--- src/rtl/word_packer_pkg.sv ---
// Shared helpers for the word_packer block: counter sizing and slot placement.
package word_packer_pkg;

  function automatic int unsigned cnt_width(input int unsigned n);
    return $clog2(n + 1);
  endfunction

  // LSB position of the slot holding the k-th accepted word.
  function automatic int unsigned slot_lsb(input int unsigned k,
                                           input int unsigned in_w,
                                           input int unsigned num_in,
                                           input bit          msb_first);
    return msb_first ? (num_in - 1 - k) * in_w : k * in_w;
  endfunction

endpackage

--- src/rtl/word_packer_if.sv ---
// Input stream, flush request and packed output stream of word_packer.
interface word_packer_if #(
  parameter int unsigned IN_W   = 4,
  parameter int unsigned NUM_IN = 2
);
  import word_packer_pkg::*;

  localparam int unsigned CW = cnt_width(NUM_IN);

  logic [IN_W-1:0]        in_data;
  logic                   in_valid;
  logic                   in_ready;
  logic                   flush;
  logic [IN_W*NUM_IN-1:0] out_data;
  logic                   out_valid;
  logic                   out_ready;
  logic [CW-1:0]          out_count;

  modport master (
    output in_data, in_valid, flush, out_ready,
    input  in_ready, out_data, out_valid, out_count
  );

  modport slave (
    input  in_data, in_valid, flush, out_ready,
    output in_ready, out_data, out_valid, out_count
  );

endinterface

--- src/rtl/word_packer_out_stage.sv ---
// Valid/ready holding register for the packed word; a load may coincide with a drain.
module pack_out_stage #(
  parameter int unsigned OUT_W = 8,
  parameter int unsigned CW    = 2
) (
  input  logic             clk,
  input  logic             rst,
  input  logic             load,
  input  logic [OUT_W-1:0] load_data,
  input  logic [CW-1:0]    load_count,
  input  logic             out_ready,
  output logic [OUT_W-1:0] out_data,
  output logic             out_valid,
  output logic [CW-1:0]    out_count,
  output logic             out_free
);

  assign out_free = !out_valid || out_ready;

  always_ff @(posedge clk) begin
    if (rst) begin
      out_data  <= '0;
      out_count <= '0;
      out_valid <= 1'b0;
    end else if (load) begin
      out_data  <= load_data;
      out_count <= load_count;
      out_valid <= 1'b1;
    end else if (out_valid && out_ready) begin
      out_valid <= 1'b0;
    end
  end

endmodule

--- src/rtl/word_packer.sv ---
// Packs NUM_IN serial IN_W-bit words into one output word; flush emits a zero-padded partial.
module word_packer
  import word_packer_pkg::*;
#(
  parameter int unsigned IN_W      = 4,
  parameter int unsigned NUM_IN    = 2,
  parameter bit          MSB_FIRST = 1'b1
) (
  input  logic         clk,
  input  logic         rst,
  word_packer_if.slave bus
);

  localparam int unsigned OUT_W = IN_W * NUM_IN;
  localparam int unsigned CW    = cnt_width(NUM_IN);
  localparam logic [CW-1:0] LAST = CW'(NUM_IN - 1);
  localparam logic [CW-1:0] FULL = CW'(NUM_IN);

  logic [CW-1:0]    cnt;
  logic [OUT_W-1:0] acc;
  logic [OUT_W-1:0] acc_ins;
  logic             flush_pend;
  logic             out_free;
  logic             accept;
  logic             complete;
  logic             emit_partial;
  logic             load;
  logic [OUT_W-1:0] load_data;
  logic [CW-1:0]    load_count;

  assign bus.in_ready = !rst && !flush_pend && (cnt < LAST || out_free);
  assign accept       = bus.in_valid && bus.in_ready;
  assign complete     = accept && (cnt == LAST);
  // in_ready is low while flush_pend is set, so a partial emit never races an accept.
  assign emit_partial = flush_pend && out_free && (cnt != '0);
  assign load         = complete || emit_partial;

  always_comb begin
    acc_ins    = acc | (OUT_W'(bus.in_data) << slot_lsb(32'(cnt), IN_W, NUM_IN, MSB_FIRST));
    load_data  = complete ? acc_ins : acc;
    load_count = complete ? FULL : cnt;
  end

  always_ff @(posedge clk) begin
    if (rst) begin
      cnt        <= '0;
      acc        <= '0;
      flush_pend <= 1'b0;
    end else begin
      if (complete || emit_partial) begin
        cnt <= '0;
        acc <= '0;
      end else if (accept) begin
        cnt <= cnt + 1'b1;
        acc <= acc_ins;
      end
      if (bus.flush)
        flush_pend <= 1'b1;
      else if (flush_pend && (cnt == '0 || out_free))
        flush_pend <= 1'b0;
    end
  end

  pack_out_stage #(
    .OUT_W (OUT_W),
    .CW    (CW)
  ) u_out (
    .clk        (clk),
    .rst        (rst),
    .load       (load),
    .load_data  (load_data),
    .load_count (load_count),
    .out_ready  (bus.out_ready),
    .out_data   (bus.out_data),
    .out_valid  (bus.out_valid),
    .out_count  (bus.out_count),
    .out_free   (out_free)
  );

endmodule

--- src/flat_wrapper.sv ---
// flat-port wrapper written by rule: the top's interface ports become plain ports
module word_packer_flat import word_packer_pkg::*;
#(
  parameter int unsigned IN_W      = 4,
  parameter int unsigned NUM_IN    = 2,
  parameter bit          MSB_FIRST = 1'b1
)
  (clk, rst, bus_in_data, bus_in_valid, bus_flush, bus_out_ready, bus_in_ready, bus_out_data, bus_out_valid, bus_out_count);
  word_packer_if #(.IN_W(IN_W), .NUM_IN(NUM_IN)) bus_i ();
  input  logic clk;
  input  logic rst;
  input wire logic [$bits(bus_i.in_data)-1:0] bus_in_data;
  input wire logic [$bits(bus_i.in_valid)-1:0] bus_in_valid;
  input wire logic [$bits(bus_i.flush)-1:0] bus_flush;
  input wire logic [$bits(bus_i.out_ready)-1:0] bus_out_ready;
  output wire logic [$bits(bus_i.in_ready)-1:0] bus_in_ready;
  output wire logic [$bits(bus_i.out_data)-1:0] bus_out_data;
  output wire logic [$bits(bus_i.out_valid)-1:0] bus_out_valid;
  output wire logic [$bits(bus_i.out_count)-1:0] bus_out_count;
  assign bus_i.in_data = bus_in_data;
  assign bus_i.in_valid = bus_in_valid;
  assign bus_i.flush = bus_flush;
  assign bus_i.out_ready = bus_out_ready;
  assign bus_in_ready = bus_i.in_ready;
  assign bus_out_data = bus_i.out_data;
  assign bus_out_valid = bus_i.out_valid;
  assign bus_out_count = bus_i.out_count;
  word_packer #(.IN_W(IN_W), .NUM_IN(NUM_IN), .MSB_FIRST(MSB_FIRST)) u_core (.clk(clk), .rst(rst), .bus(bus_i));
endmodule
--- config.mk ---
export PLATFORM = sky130hd
export DESIGN_NAME = word_packer_flat
export DESIGN_NICKNAME = d
export VERILOG_FILES = /design/src/rtl/word_packer_pkg.sv /design/src/rtl/word_packer_if.sv /design/src/rtl/word_packer_out_stage.sv /design/src/rtl/word_packer.sv /design/src/flat_wrapper.sv
export SDC_FILE = /design/constraint.sdc
export NUM_CORES = 1
export LEC_CHECK = 0
export ABC_CLOCK_PERIOD_IN_PS = 3000
export BUFFER_PORTS_ARGS = -buffer_cell sky130_fd_sc_hd__buf_2
export CORE_MARGIN = 1.5
export CORE_UTILIZATION = 57
export CTS_CLUSTER_SIZE = 8
export DETAILED_ROUTE_END_ITERATION = 7
export PLACE_DENSITY_LB_ADDON = 0.1
export SLEW_MARGIN = 20
export SYNTH_ARGS = -nofsm -noshare
export SYNTH_HDL_FRONTEND = slang
export SYNTH_SLANG_ARGS = --single-unit
--- constraint.sdc ---
create_clock -name clk -period 3 [get_ports clk]
set_input_delay 0.45 -clock clk [delete_from_list [all_inputs] [get_ports clk]]
set_output_delay 0.45 -clock clk [all_outputs]
set_load 0.1 [all_outputs]
# == Word level (Yosys, flattened, before mapping) ==
# Cells that the tools add are included.
# classes
n_addsub,2
n_lt_le_gt_ge,1
n_eq_ne,1
shift,1
muxes,6
n_bitwise,1
reduce_logical,20
# op_table
cell,count
$shl A4 B32 Y8,1
$logic_and A1 B1 Y1,8
$mux W8,1
$or A8 B8 Y8,1
$reduce_bool A2 Y1,3
$logic_or A1 B1 Y1,4
$mux W1,4
$logic_not A1 Y1,3
$sub A1 B2 Y3 const A,1
$add A2 B1 Y2 const B,1
$eq A2 B1 Y1 const B,1
$logic_not A2 Y1,1
$lt A2 B1 Y1 const B,1
$mux W2,1
$reduce_or A2 Y1,1
# totals
ff_bits,22
in_bits,9
output_inout_bits,12
wordCells,38

# == Depth between registers and ports, before layout ==
# Gate-level depths: netlist of run 1.
# logic_depth
ltp_word,8
depth_mapped,8
depth_no_buf,5

# == Hierarchy ==
# From an unflattened synthesis of run 1, not the netlist that was laid out.
# hier_totals
cells_unflattened,117
hier_area_um2,1196.1
# by_module_without_submodules
mod,n_inst,cells_per_inst,area_each_um2,seq_area_each_um2
word_packer,1,81,807.0,220.2
pack_out_stage,1,36,389.1,220.2

# == Worst setup path after synthesis of run 1 ==
# OpenSTA, ideal clock, no wires.
# synth_timing
kind,reg-to-output
from,register u_core.u_out.out_valid
to,output bus_in_ready
t_arrival_ns,2.237
t_required_ns,2.550
setup_slack_ns,0.313
path_stages_with_launch,3
path_buffers,0
cell_sequence,dfxtp_1 nor3b_1 nor2_1
# synth_between
elab_chain_len,4
# synth_lines
item,line_no,text
start: declaration,word_packer_out_stage.sv:13,"output logic out_valid,"
start signal: assignment,word_packer_out_stage.sv:24,out_valid <= 1'b0;
start signal: assignment,word_packer_out_stage.sv:28,out_valid <= 1'b1;
start signal: assignment,word_packer_out_stage.sv:30,out_valid <= 1'b0;
$logic_not A1 Y1,word_packer_out_stage.sv:18,assign out_free = !out_valid || out_ready;
$logic_or A1 B1 Y1,word_packer_out_stage.sv:18,
$logic_or A1 B1 Y1,word_packer.sv:31,assign bus.in_ready = !rst && !flush_pend && (cnt < LAST || out_free);
$logic_and A1 B1 Y1,word_packer.sv:31,
end: declaration,flat_wrapper.sv:16,output wire logic [$bits(bus_i.in_ready)-1:0] bus_in_ready;
# No other way between the ends.

# == Worst setup path in the final report of run 1 ==
# layout_timing
from,register u_core.cnt[0]
to,output bus_in_ready
# layout_between
elab_chain_len,3
# layout_lines
item,line_no,text
start: declaration,word_packer.sv:19,logic [CW-1:0] cnt;
start signal: assignment,word_packer.sv:54,cnt <= cnt + 1'b1;
$lt A2 B1 Y1,word_packer.sv:31,
$logic_or A1 B1 Y1,word_packer.sv:31,
$logic_and A1 B1 Y1,word_packer.sv:31,
# No other way between the ends.

==> flow_summary.yaml, run 1 <==
setup_path:
  crit_type: "flip-flop to output pin"
  rr_startpoint: "u_core.cnt[0]$_SDFFE_PP0P_"
  r2r_end: "u_core.u_out.out_data[2]$_SDFFE_PP0P_"
  r2r_cells: 5
  crit_family: "flip-flops"
  cp.arrival_ns: 2.03
  cp_slowest_cell: "dfxtp_1"
  crit_end: "bus_in_ready"
  crit_fanout: 10
  crit_buf_inv: 2
  critPathLaunchType: "flip-flop"
  required_ns: 2.55
  r2r_slack_ns: 0.56
  path_depth: 5
  path_cells: "inv_2 > ha_1 > nor3b_1 > nor2_1 > buf_2"
  slowest_delay_ns: 0.54
  cp-startpoint: "u_core.cnt[0]$_SDFFE_PP0P_"
  end_kind: "output pin"
pwr:
  p_int_w: 0.0004633
  p_comb_frac: 0.162
  power_density_nw_per_um2: 531.5
  switching_share: 0.2743
  switching_power_w: 0.0001752
  p_leak_nw: 0.4390
  clkPwrFrac: 0.353
  ir_worst_vdd_uv: 352.6
  seq_power_share: 0.484
synthesis:
  yosys.area.top_type: "dfxtp_1"
  async_reset_ff_frac: 0
  syn_area_sq_um: 1095
  synthDistinctLibCells: 30
  synth_edf_count: 0
  yosysSeqAreaShare: 0.4023
  synth_flop_cell: "dfxtp_1"
  ys_warn_count: 0
  synth_seq_cells: 22
  synth_commonest_cells: "dfxtp_1, a41oi_1, a221oi_1, nor2_1"
  netlist.area_leader.share: 0.4023
  synth_nets: 129
  synth_area_per_cell_sq_um: 9.278
  synth_area_leaders: "dfxtp_1, a41oi_1, a221oi_1, buf_6, nand4_1"
  synth.most_common_cell: "dfxtp_1"
  synth_cells: 118
final_layout:
  regArea_sq_um: 440.4
  fill_cells: 169
  antenna_cells: 0
  drive_above_1_share: 0.1985
  finalNonFillerCells: 156
  nets: 143
  areaGrowthSynthToFinish_pct: 9.714
  multi_input_area_sq_um: 554.3
sta:
  slew_violations: 0
  min_period_ns: 2.484
  clock.fmax_mhz: 402.5
  clock_skew_ns: 0.005109
  finalSetupViolCount: 0
  slew_headroom: 0.3986
  hold_violations: 0
  tns_ns: 0
  fin_crit_sh: 0.8281
  worst_pin_slew_ns: 0.9022
  rsz0062_at_grt: "false"
die:
  start_util: 0.6206
  coreArea_sq_um: 1764
  die_h_um: 46.83
  rows: 15
  io_pins: 21
  fp.dieW_um: 46.83
  dieArea_sq_um: 2193
global_route:
  first_global_vias: 859
  track_usage: 0.2419
  grt_pass1_wl_mm: 3.877
  grt_max_degree: 31
  antenna_found_initial: 0
  grt.overflow.total: 0
placement:
  dp_cells: 152
  hpwl_mm: 1.602
  io_buffers: 20
  place_congestion: 0.8338
detailed_routing:
  ant_nets: 0
  routed_wl_mm: 2.303
  dr_total_vias: 972
  routed_via_density: 6.231
  dr.first_iter.drc_count: 20
  drc_errors: 0
  avgRoutedWirePerCell_um: 14.76
  firstDrtPassIters: 4
min_path:
  min_path_type: "primary input to flip-flop"
  hold_depth: 3
clock_tree:
  cts_tree: "built"
  htreeDepth: 1
  cts.path.max_buffers: 2
  numClockSinks: 22
  path_clk_slew_ns: 0.12
  clock_latency_ns: 0.31
  numCtsBuffers: 3
  cts_root_buffer: "clkbuf_4"
  post_cts_buffers: 0
  cts_resized: 0
  ctsHoldBuffers: 0
outcome:
  status: "complete, no violations"
run:
  drv_cap: 0
-- cell type report --
cell class              count  share of cell area
clock buffers               3             0.01875
clock inverters             1             0.02500
inverters                   6             0.01875
multi-input cells          79              0.4615
flip-flops and latches     22              0.3667
well taps                  25             0.02604
repair buffers             20             0.08333
-- cell usage in the layout (no fill, tap or decap), types with 2 or more instances in the layout --
master,count
dfxtp_1,22
buf_2,20
a41oi_1,10
nor2_1,8
a221oi_1,8
nor2b_1,7
nand4_1,7
a21oi_1,7
inv_1,5
a211oi_1,5
a311oi_1,3
nand3_1,3
clkbuf_4,3
nand2b_1,2
o21ai_0,2
a21o_1,2
nand2_1,2
o31ai_1,2
a31oi_1,2
ha_1,2
-- tightest hold or removal path, cell delays in order --
cell and delay [ns]:
buf_2 0.08, a21oi_1 0.03, nor2_1 0.07
-- registers in the layout, summed over array words and instances (netlist names) --
| name | count |
|---|---|
| u_core.u_out.out_count | 2 |
| u_core.flush_pend | 1 |
| u_core.acc | 8 |
| u_core.u_out.out_data | 8 |
| u_core.u_out.out_valid | 1 |
| u_core.cnt | 2 |
-- cell families (layout without fill, tap and decap cells) --
| logic type | count (synthesis) | after routing | share of synthesized area |
|---|---|---|---|
| flip-flops | 22 | 22 | 0.4023 |
| AND/OR/NAND/NOR | 34 | 34 | 0.1771 |
| adder cells (fa/ha/maj) | 2 | 2 | 0.02285 |
| buffers and inverters | 17 | 30 | 0.09142 |
| AO/OA/AOI/OAI | 43 | 43 | 0.3063 |
-- through the flow --
stage               setup WS, ns  hold slack, ns  power [W]  utilization  cell area (sq um)
detailed placement        0.6012          0.4550  0.0004187       0.6511               1149
global route              0.3504          0.3631  0.0006635       0.6809               1201
global placement          0.6912          0.4527  0.0004174       0.6511               1149
floorplan                 0.3134          0.4291  0.0004026            -               1095
finish                    0.5156          0.3577  0.0006384       0.6809               1201
CTS                       0.5212          0.3599  0.0006414       0.6809               1201
-- layer usage --
metal	track usage	up-vias	wire (um)
li1	-	487	-
met1	0.3443	461	1128
met2	0.3753	20	1086
met3	0.03462	4	68
met4	0.08333	0	20
met5	0	-	0
-- power groups by stage --
stage               Clock, W  Sequential (W)  Combinational [W]
floorplan                  0        0.000349          0.0000533
detailed placement         0        0.000315           0.000103
global route        0.000242        0.000310           0.000112
CTS                 0.000229        0.000309           0.000104
finish              0.000226        0.000309           0.000104
global placement           0        0.000315           0.000102
-- how the worst min path moves through the flow --
stage                                     startpoint                        endpoint  slack, ns
after floorplan           u_core.acc[0]$_SDFFE_PP0P_      u_core.acc[0]$_SDFFE_PP0P_       0.43
after global placement    u_core.acc[0]$_SDFFE_PP0P_      u_core.acc[0]$_SDFFE_PP0P_       0.45
after detailed placement  u_core.acc[0]$_SDFFE_PP0P_      u_core.acc[0]$_SDFFE_PP0P_       0.46
after CTS                                  bus_flush  u_core.flush_pend$_SDFFE_PP0P_       0.36
after global routing                       bus_flush  u_core.flush_pend$_SDFFE_PP0P_       0.36
final                                      bus_flush  u_core.flush_pend$_SDFFE_PP0P_       0.36
Power figures use the tool's default switching activity.
==> run 2: changes to the inputs <==
--- a/config.mk
+++ b/config.mk
@@ -5,10 +5,11 @@
 export SDC_FILE = /design/constraint.sdc
 export NUM_CORES = 1
 export LEC_CHECK = 0
-export ABC_CLOCK_PERIOD_IN_PS = 3000
+export ABC_AREA = 1
+export ABC_CLOCK_PERIOD_IN_PS = 2200
 export BUFFER_PORTS_ARGS = -buffer_cell sky130_fd_sc_hd__buf_2
 export CORE_MARGIN = 1.5
-export CORE_UTILIZATION = 57
+export CORE_UTILIZATION = 48
 export CTS_CLUSTER_SIZE = 8
 export DETAILED_ROUTE_END_ITERATION = 7
 export PLACE_DENSITY_LB_ADDON = 0.1
==> constraint.sdc (replaced) <==
create_clock -name clk -period 2.2 [get_ports clk]
set_input_delay 0.33 -clock clk [delete_from_list [all_inputs] [get_ports clk]]
set_output_delay 0.33 -clock clk [all_outputs]
set_load 0.1 [all_outputs]
==> run 2 against run 1 <==
Against the previous run: via count is 0.93% lower; routed wire length shrank 7.6%; sequential share of layout area shrank 1.4 points; critical path type unchanged; largest power group unchanged.
==> flow_summary.yaml, run 2 <==
setup_path:
  crit_family: "buffers and inverters"
  critPathLaunchType: "flip-flop"
  crit_buf_inv: 4
  r2r_cells: 8
  slowest_delay_ns: 0.39
  end_kind: "output pin"
  cp.arrival_ns: 1.71
  path_cells: "clkinvlp_4 > ha_1 > inv_2 > nand3_2 > nand2_1 > inv_1 > clkbuf_4"
  crit_type: "flip-flop to output pin"
  required_ns: 1.87
  path_depth: 7
  cp_slowest_cell: "dfxtp_2"
  crit_fanout: 6
min_path:
  hold_depth: 3
  min_path_type: "primary input to flip-flop"
final_layout:
  final_cell_mix: "nor2_1, dfxtp_1, nand2_1, buf_2, inv_1"
  fill_cells: 216
  nets: 184
  reg.largest.list: "u_core.acc: 8 flops, u_core.u_out.out_data: 8 flops"
  drive_above_1_share: 0.2267
  areaGrowthSynthToFinish_pct: 14.27
  final_common_cell: "nor2_1"
  antenna_cells: 0
sta:
  hold_violations: 0
  slew_headroom: 0.6784
  clock_skew_ns: 0.0008467
  tns_ns: 0
  worst_pin_slew_ns: 0.4857
  slew_violations: 0
  min_period_ns: 2.042
  fin_crit_sh: 0.9281
  finalSetupViolCount: 0
  rsz0062_at_grt: "false"
  clock.fmax_mhz: 489.7
run:
  drv_cap: 0
synthesis:
  synth_nets: 161
  yosysSeqAreaShare: 0.4018
  syn_area_sq_um: 1096
  synthDistinctLibCells: 22
  synth_seq_cells: 22
  synth_commonest_cells: "nor2_1, dfxtp_1, nand2_1"
  synth_top_family_by_area: "simple AND/OR/NAND/NOR gates"
  synth_compound_area_frac: 0.02511
  synth_cells: 150
  synth_flop_cell: "dfxtp_1"
  synth_xor_area_frac: 0.007991
  yosys.area_share.simple: 0.4463
  synth_area_per_cell_sq_um: 7.307
  synth-adder-area-share: 0.02283
  synth.most_common_cell: "nor2_1"
  synthMuxAreaShare: 0
  ys_warn_count: 0
  synth_area_leaders: "dfxtp_1, nor2_1, nand2_1, nand3_1, nand3b_1"
  netlist.area_leader.share: 0.4018
  async_reset_ff_frac: 0
  synth_edf_count: 0
  yosys.area.top_type: "dfxtp_1"
placement:
  place_congestion: 0.8820
  hpwl_mm: 1.571
  io_buffers: 20
detailed_routing:
  dr_total_vias: 963
  dr.first_iter.drc_count: 18
  routed_wl_mm: 2.128
  ant_nets: 0
  avgRoutedWirePerCell_um: 10.64
  firstDrtPassIters: 5
  drc_errors: 0
  routed_via_density: 4.815
clock_tree:
  cts_tree: "built"
  numCtsBuffers: 3
  numClockSinks: 22
  ctsHoldBuffers: 0
  cts_root_buffer: "clkbuf_4"
  path_clk_slew_ns: 0.11
  clock_latency_ns: 0.30
  htreeDepth: 1
  cts.path.max_buffers: 2
global_route:
  grt.overflow.total: 0
  track_usage: 0.1931
  grt_max_degree: 19
  antenna_found_initial: 0
  grt_pass1_wl_mm: 3.753
  first_global_vias: 880
die:
  fp.dieW_um: 50.79
  die_h_um: 50.79
  rows: 17
  start_util: 0.5003
  coreArea_sq_um: 2191
  io_pins: 21
  dieArea_sq_um: 2579
outcome:
  status: "complete, no violations"
pwr:
  p_leak_nw: 0.5629
  power_density_nw_per_um2: 678.6
  ir_worst_vdd_uv: 364.2
  p_total_w: 0.0008499
run 2: area by class of cell:
class,instances,area [sq um],area share
multi-input cells,106,550.5,0.4396
repair buffers,22,117.6,0.09391
clock buffers,4,36.28,0.02897
well taps,28,35.03,0.02797
inverters,18,71.32,0.05694
flip-flops and latches,22,441.7,0.3526
run 2: worst paths after layout:
path	start	to	slack, ns
worst max-delay path	u_core.cnt[1]$_SDFFE_PP0P_	bus_in_ready	0.16
worst max register to register	u_core.cnt[1]$_SDFFE_PP0P_	u_core.u_out.out_valid$_SDFFE_PP0P_	0.55
worst min register to register	u_core.acc[5]$_SDFFE_PP0P_	u_core.acc[5]$_SDFFE_PP0P_	0.48
worst min-delay path	bus_flush	u_core.flush_pend$_SDFFE_PP0P_	0.23
run 2: logic make-up (layout without fill, tap and decap cells):
logic type	after synthesis	after routing
xor gates and xnor gates	1	1
adders and majority gates	2	2
DFF	22	22
and+or+nand+nor	98	98
buffers and inverters	22	44
AOI/OAI and AO/OA	5	5
run 2: layer usage:
layer,GRT usage,share of wire,vias up,wire length (um)
li1,-,-,522,-
met1,0.2597,0.52,416,1104
met3,0.02976,0.036,4,77
met4,0.1036,0.012,0,25
met2,0.2961,0.43,21,920
met5,0,0,-,0
run 2: where the power goes:
part           total [W]  internal, W  switching, W
registers       0.000425     0.000416    0.00000910
clock network   0.000218     0.000101      0.000117
logic           0.000207    0.0000491      0.000158
total           0.000850     0.000566      0.000284
run 2: what timing repair did:
item | in CTS | in global routing
buffers inserted | 0 | 1
endpoints found under the setup margin | 0 | 1
resized for setup | 0 | 3
run 2: worst min-delay path: stages:
cell	delay, ns
buf_2	0.08
a31oi_1	0.03
nor2_1	0.06
run 2: metrics by stage:
step	worst slack [ns]	hold WS (ns)	cell area (sq um)	util	cells
after floorplan	0.1362	0.3991	1096	-	150
after CTS	0.0005214	0.2262	1237	0.5648	199
after global routing	0.02951	0.2176	1252	0.5717	200
final	0.1581	0.2328	1252	0.5717	200
after detailed placement	0.3559	0.4625	1201	0.5483	195
after global placement	0.4246	0.4548	1201	0.5483	195
==> run 3: changes to the inputs <==
==> constraint.sdc (replaced) <==
create_clock -name clk -period 2.2 [get_ports clk]
set_input_delay 0.44 -clock clk [delete_from_list [all_inputs] [get_ports clk]]
set_output_delay 0.44 -clock clk [all_outputs]
set_load 0.1 [all_outputs]
==> run 3 against run 2 <==
Against the previous run: sequential power barely moved; highest routed layer unchanged; fmax rose by 0.21%; design area shrank 1.5%; worst setup slack better by 0.0043 ns.
==> flow_summary.yaml, run 3 (synthesis results as in run 2) <==
die:
  dieArea_sq_um: 2579
  rows: 17
  start_util: 0.5003
  io_pins: 21
  fp.dieW_um: 50.79
  coreArea_sq_um: 2191
  die_h_um: 50.79
clock_tree:
  cts.path.max_buffers: 2
  cts_root_buffer: "clkbuf_4"
  ctsHoldBuffers: 0
  path_clk_slew_ns: 0.12
  numClockSinks: 22
  post_cts_buffers: 0
  clock_latency_ns: 0.31
  numCtsBuffers: 3
  cts_tree: "built"
  htreeDepth: 1
final_layout:
  nets: 184
  regArea_sq_um: 440.4
  finalNonFillerCells: 199
  antenna_cells: 0
  multi_input_area_sq_um: 550.5
  final_common_cell: "nor2_1"
  final_cell_mix: "nor2_1, dfxtp_1, nand2_1, buf_2, inv_1"
  reg.largest.list: "u_core.acc: 8 flops, u_core.u_out.out_data: 8 flops"
  drive_above_1_share: 0.2105
  fill_cells: 227
  areaGrowthSynthToFinish_pct: 12.56
sta:
  worst_pin_slew_ns: 0.4867
  finalSetupViolCount: 0
  rsz0062_at_grt: "false"
  slew_headroom: 0.6777
  slew_violations: 0
  clock.fmax_mhz: 490.8
  min_period_ns: 2.038
  fin_crit_sh: 0.9262
  clock_skew_ns: 0.006417
  hold_violations: 0
  tns_ns: 0
outcome:
  status: "complete, no violations"
detailed_routing:
  drc_errors: 0
  ant_nets: 0
  firstDrtPassIters: 4
  avgRoutedWirePerCell_um: 10.64
  dr.first_iter.drc_count: 18
  dr_total_vias: 940
  routed_wl_mm: 2.118
  routed_via_density: 4.724
global_route:
  first_global_vias: 836
  grt_max_degree: 19
  track_usage: 0.1890
  grt_pass1_wl_mm: 3.629
  grt.overflow.total: 0
  antenna_found_initial: 0
setup_path:
  r2r_slack_ns: 0.54
  critPathLaunchType: "flip-flop"
  cp.arrival_ns: 1.60
  end_kind: "output pin"
  crit_fanout: 5
  crit_type: "flip-flop to output pin"
  required_ns: 1.76
pwr:
  ir_worst_vdd_uv: 261.7
  p_leak_nw: 0.5557
  power_density_nw_per_um2: 658.4
placement:
  hpwl_mm: 1.596
  dp_cells: 196
  io_buffers: 20
  place_congestion: 0.8448
min_path:
  min_path_type: "primary input to flip-flop"
run:
  drv_cap: 0
[run 3: cell count changes in the layout (fill, tap and decap cells not counted), sizes merged]
cell / change
clkinv: +1
clkbuf: -2
buf: +1
clkinvlp: -1
[run 3: power breakdown]
part | switching (W) | internal, W
sequential | 0.00000864 | 0.000416
combinational | 0.000158 | 0.0000491
clock | 0.000116 | 0.0000640
[run 3: layout make-up]
| cell class | count | area share |
|---|---|---|
| clock buffers | 3 | 0.01826 |
| inverters | 18 | 0.05477 |
| multi-input cells | 106 | 0.4462 |
| flip-flops and latches | 22 | 0.3570 |
| well taps | 28 | 0.02840 |
| repair buffers | 22 | 0.09534 |
[run 3: routing by layer]
| metal | track usage | share of wire |
|---|---|---|
| met1 | 0.2570 | 0.51 |
| met2 | 0.2917 | 0.42 |
| met3 | 0.02679 | 0.043 |
| met4 | 0.09459 | 0.023 |
| met5 | 0 | 0 |
[run 3: path summary, 6_finish.rpt]
path | startpoint | to | cells past startpoint
setup / recovery | u_core.cnt[1]$_SDFFE_PP0P_ | bus_in_ready | 7
hold / removal | bus_flush | u_core.flush_pend$_SDFFE_PP0P_ | 3
setup reg to reg | u_core.cnt[0]$_SDFFE_PP0P_ | u_core.u_out.out_data[3]$_SDFFE_PP0P_ | 9
hold reg to reg | u_core.acc[7]$_SDFFE_PP0P_ | u_core.acc[7]$_SDFFE_PP0P_ | 2
[run 3: through the flow]
step	setup WS, ns	instance area, sq um	hold WS [ns]	utilization	total power, W
after global placement	0.4470	1209	0.4493	0.5517	0.0006398
final	0.1624	1234	0.3292	0.5631	0.0008122
after floorplan	0.07055	1096	0.4402	-	0.0006022
after CTS	0.06422	1231	0.3321	0.5620	0.0008197
after detailed placement	0.4202	1209	0.4594	0.5517	0.0006418
after global routing	0.05542	1234	0.3552	0.5631	0.0008523
[run 3: critical path: stages, from the launching register on]
cell	delay, ns
dfxtp_1	0.38
clkinv_1	0.10
ha_1	0.19
inv_2	0.10
nand3_2	0.16
nand2_1	0.09
inv_1	0.05
buf_4	0.22
[run 3: repair_timing]
| action | 4_1_cts | 5_1_grt |
|---|---|---|
| hold endpoints to repair | 0 | 0 |
| setup endpoints to repair | 0 | 1 |
| gates resized for setup | 0 | 2 |
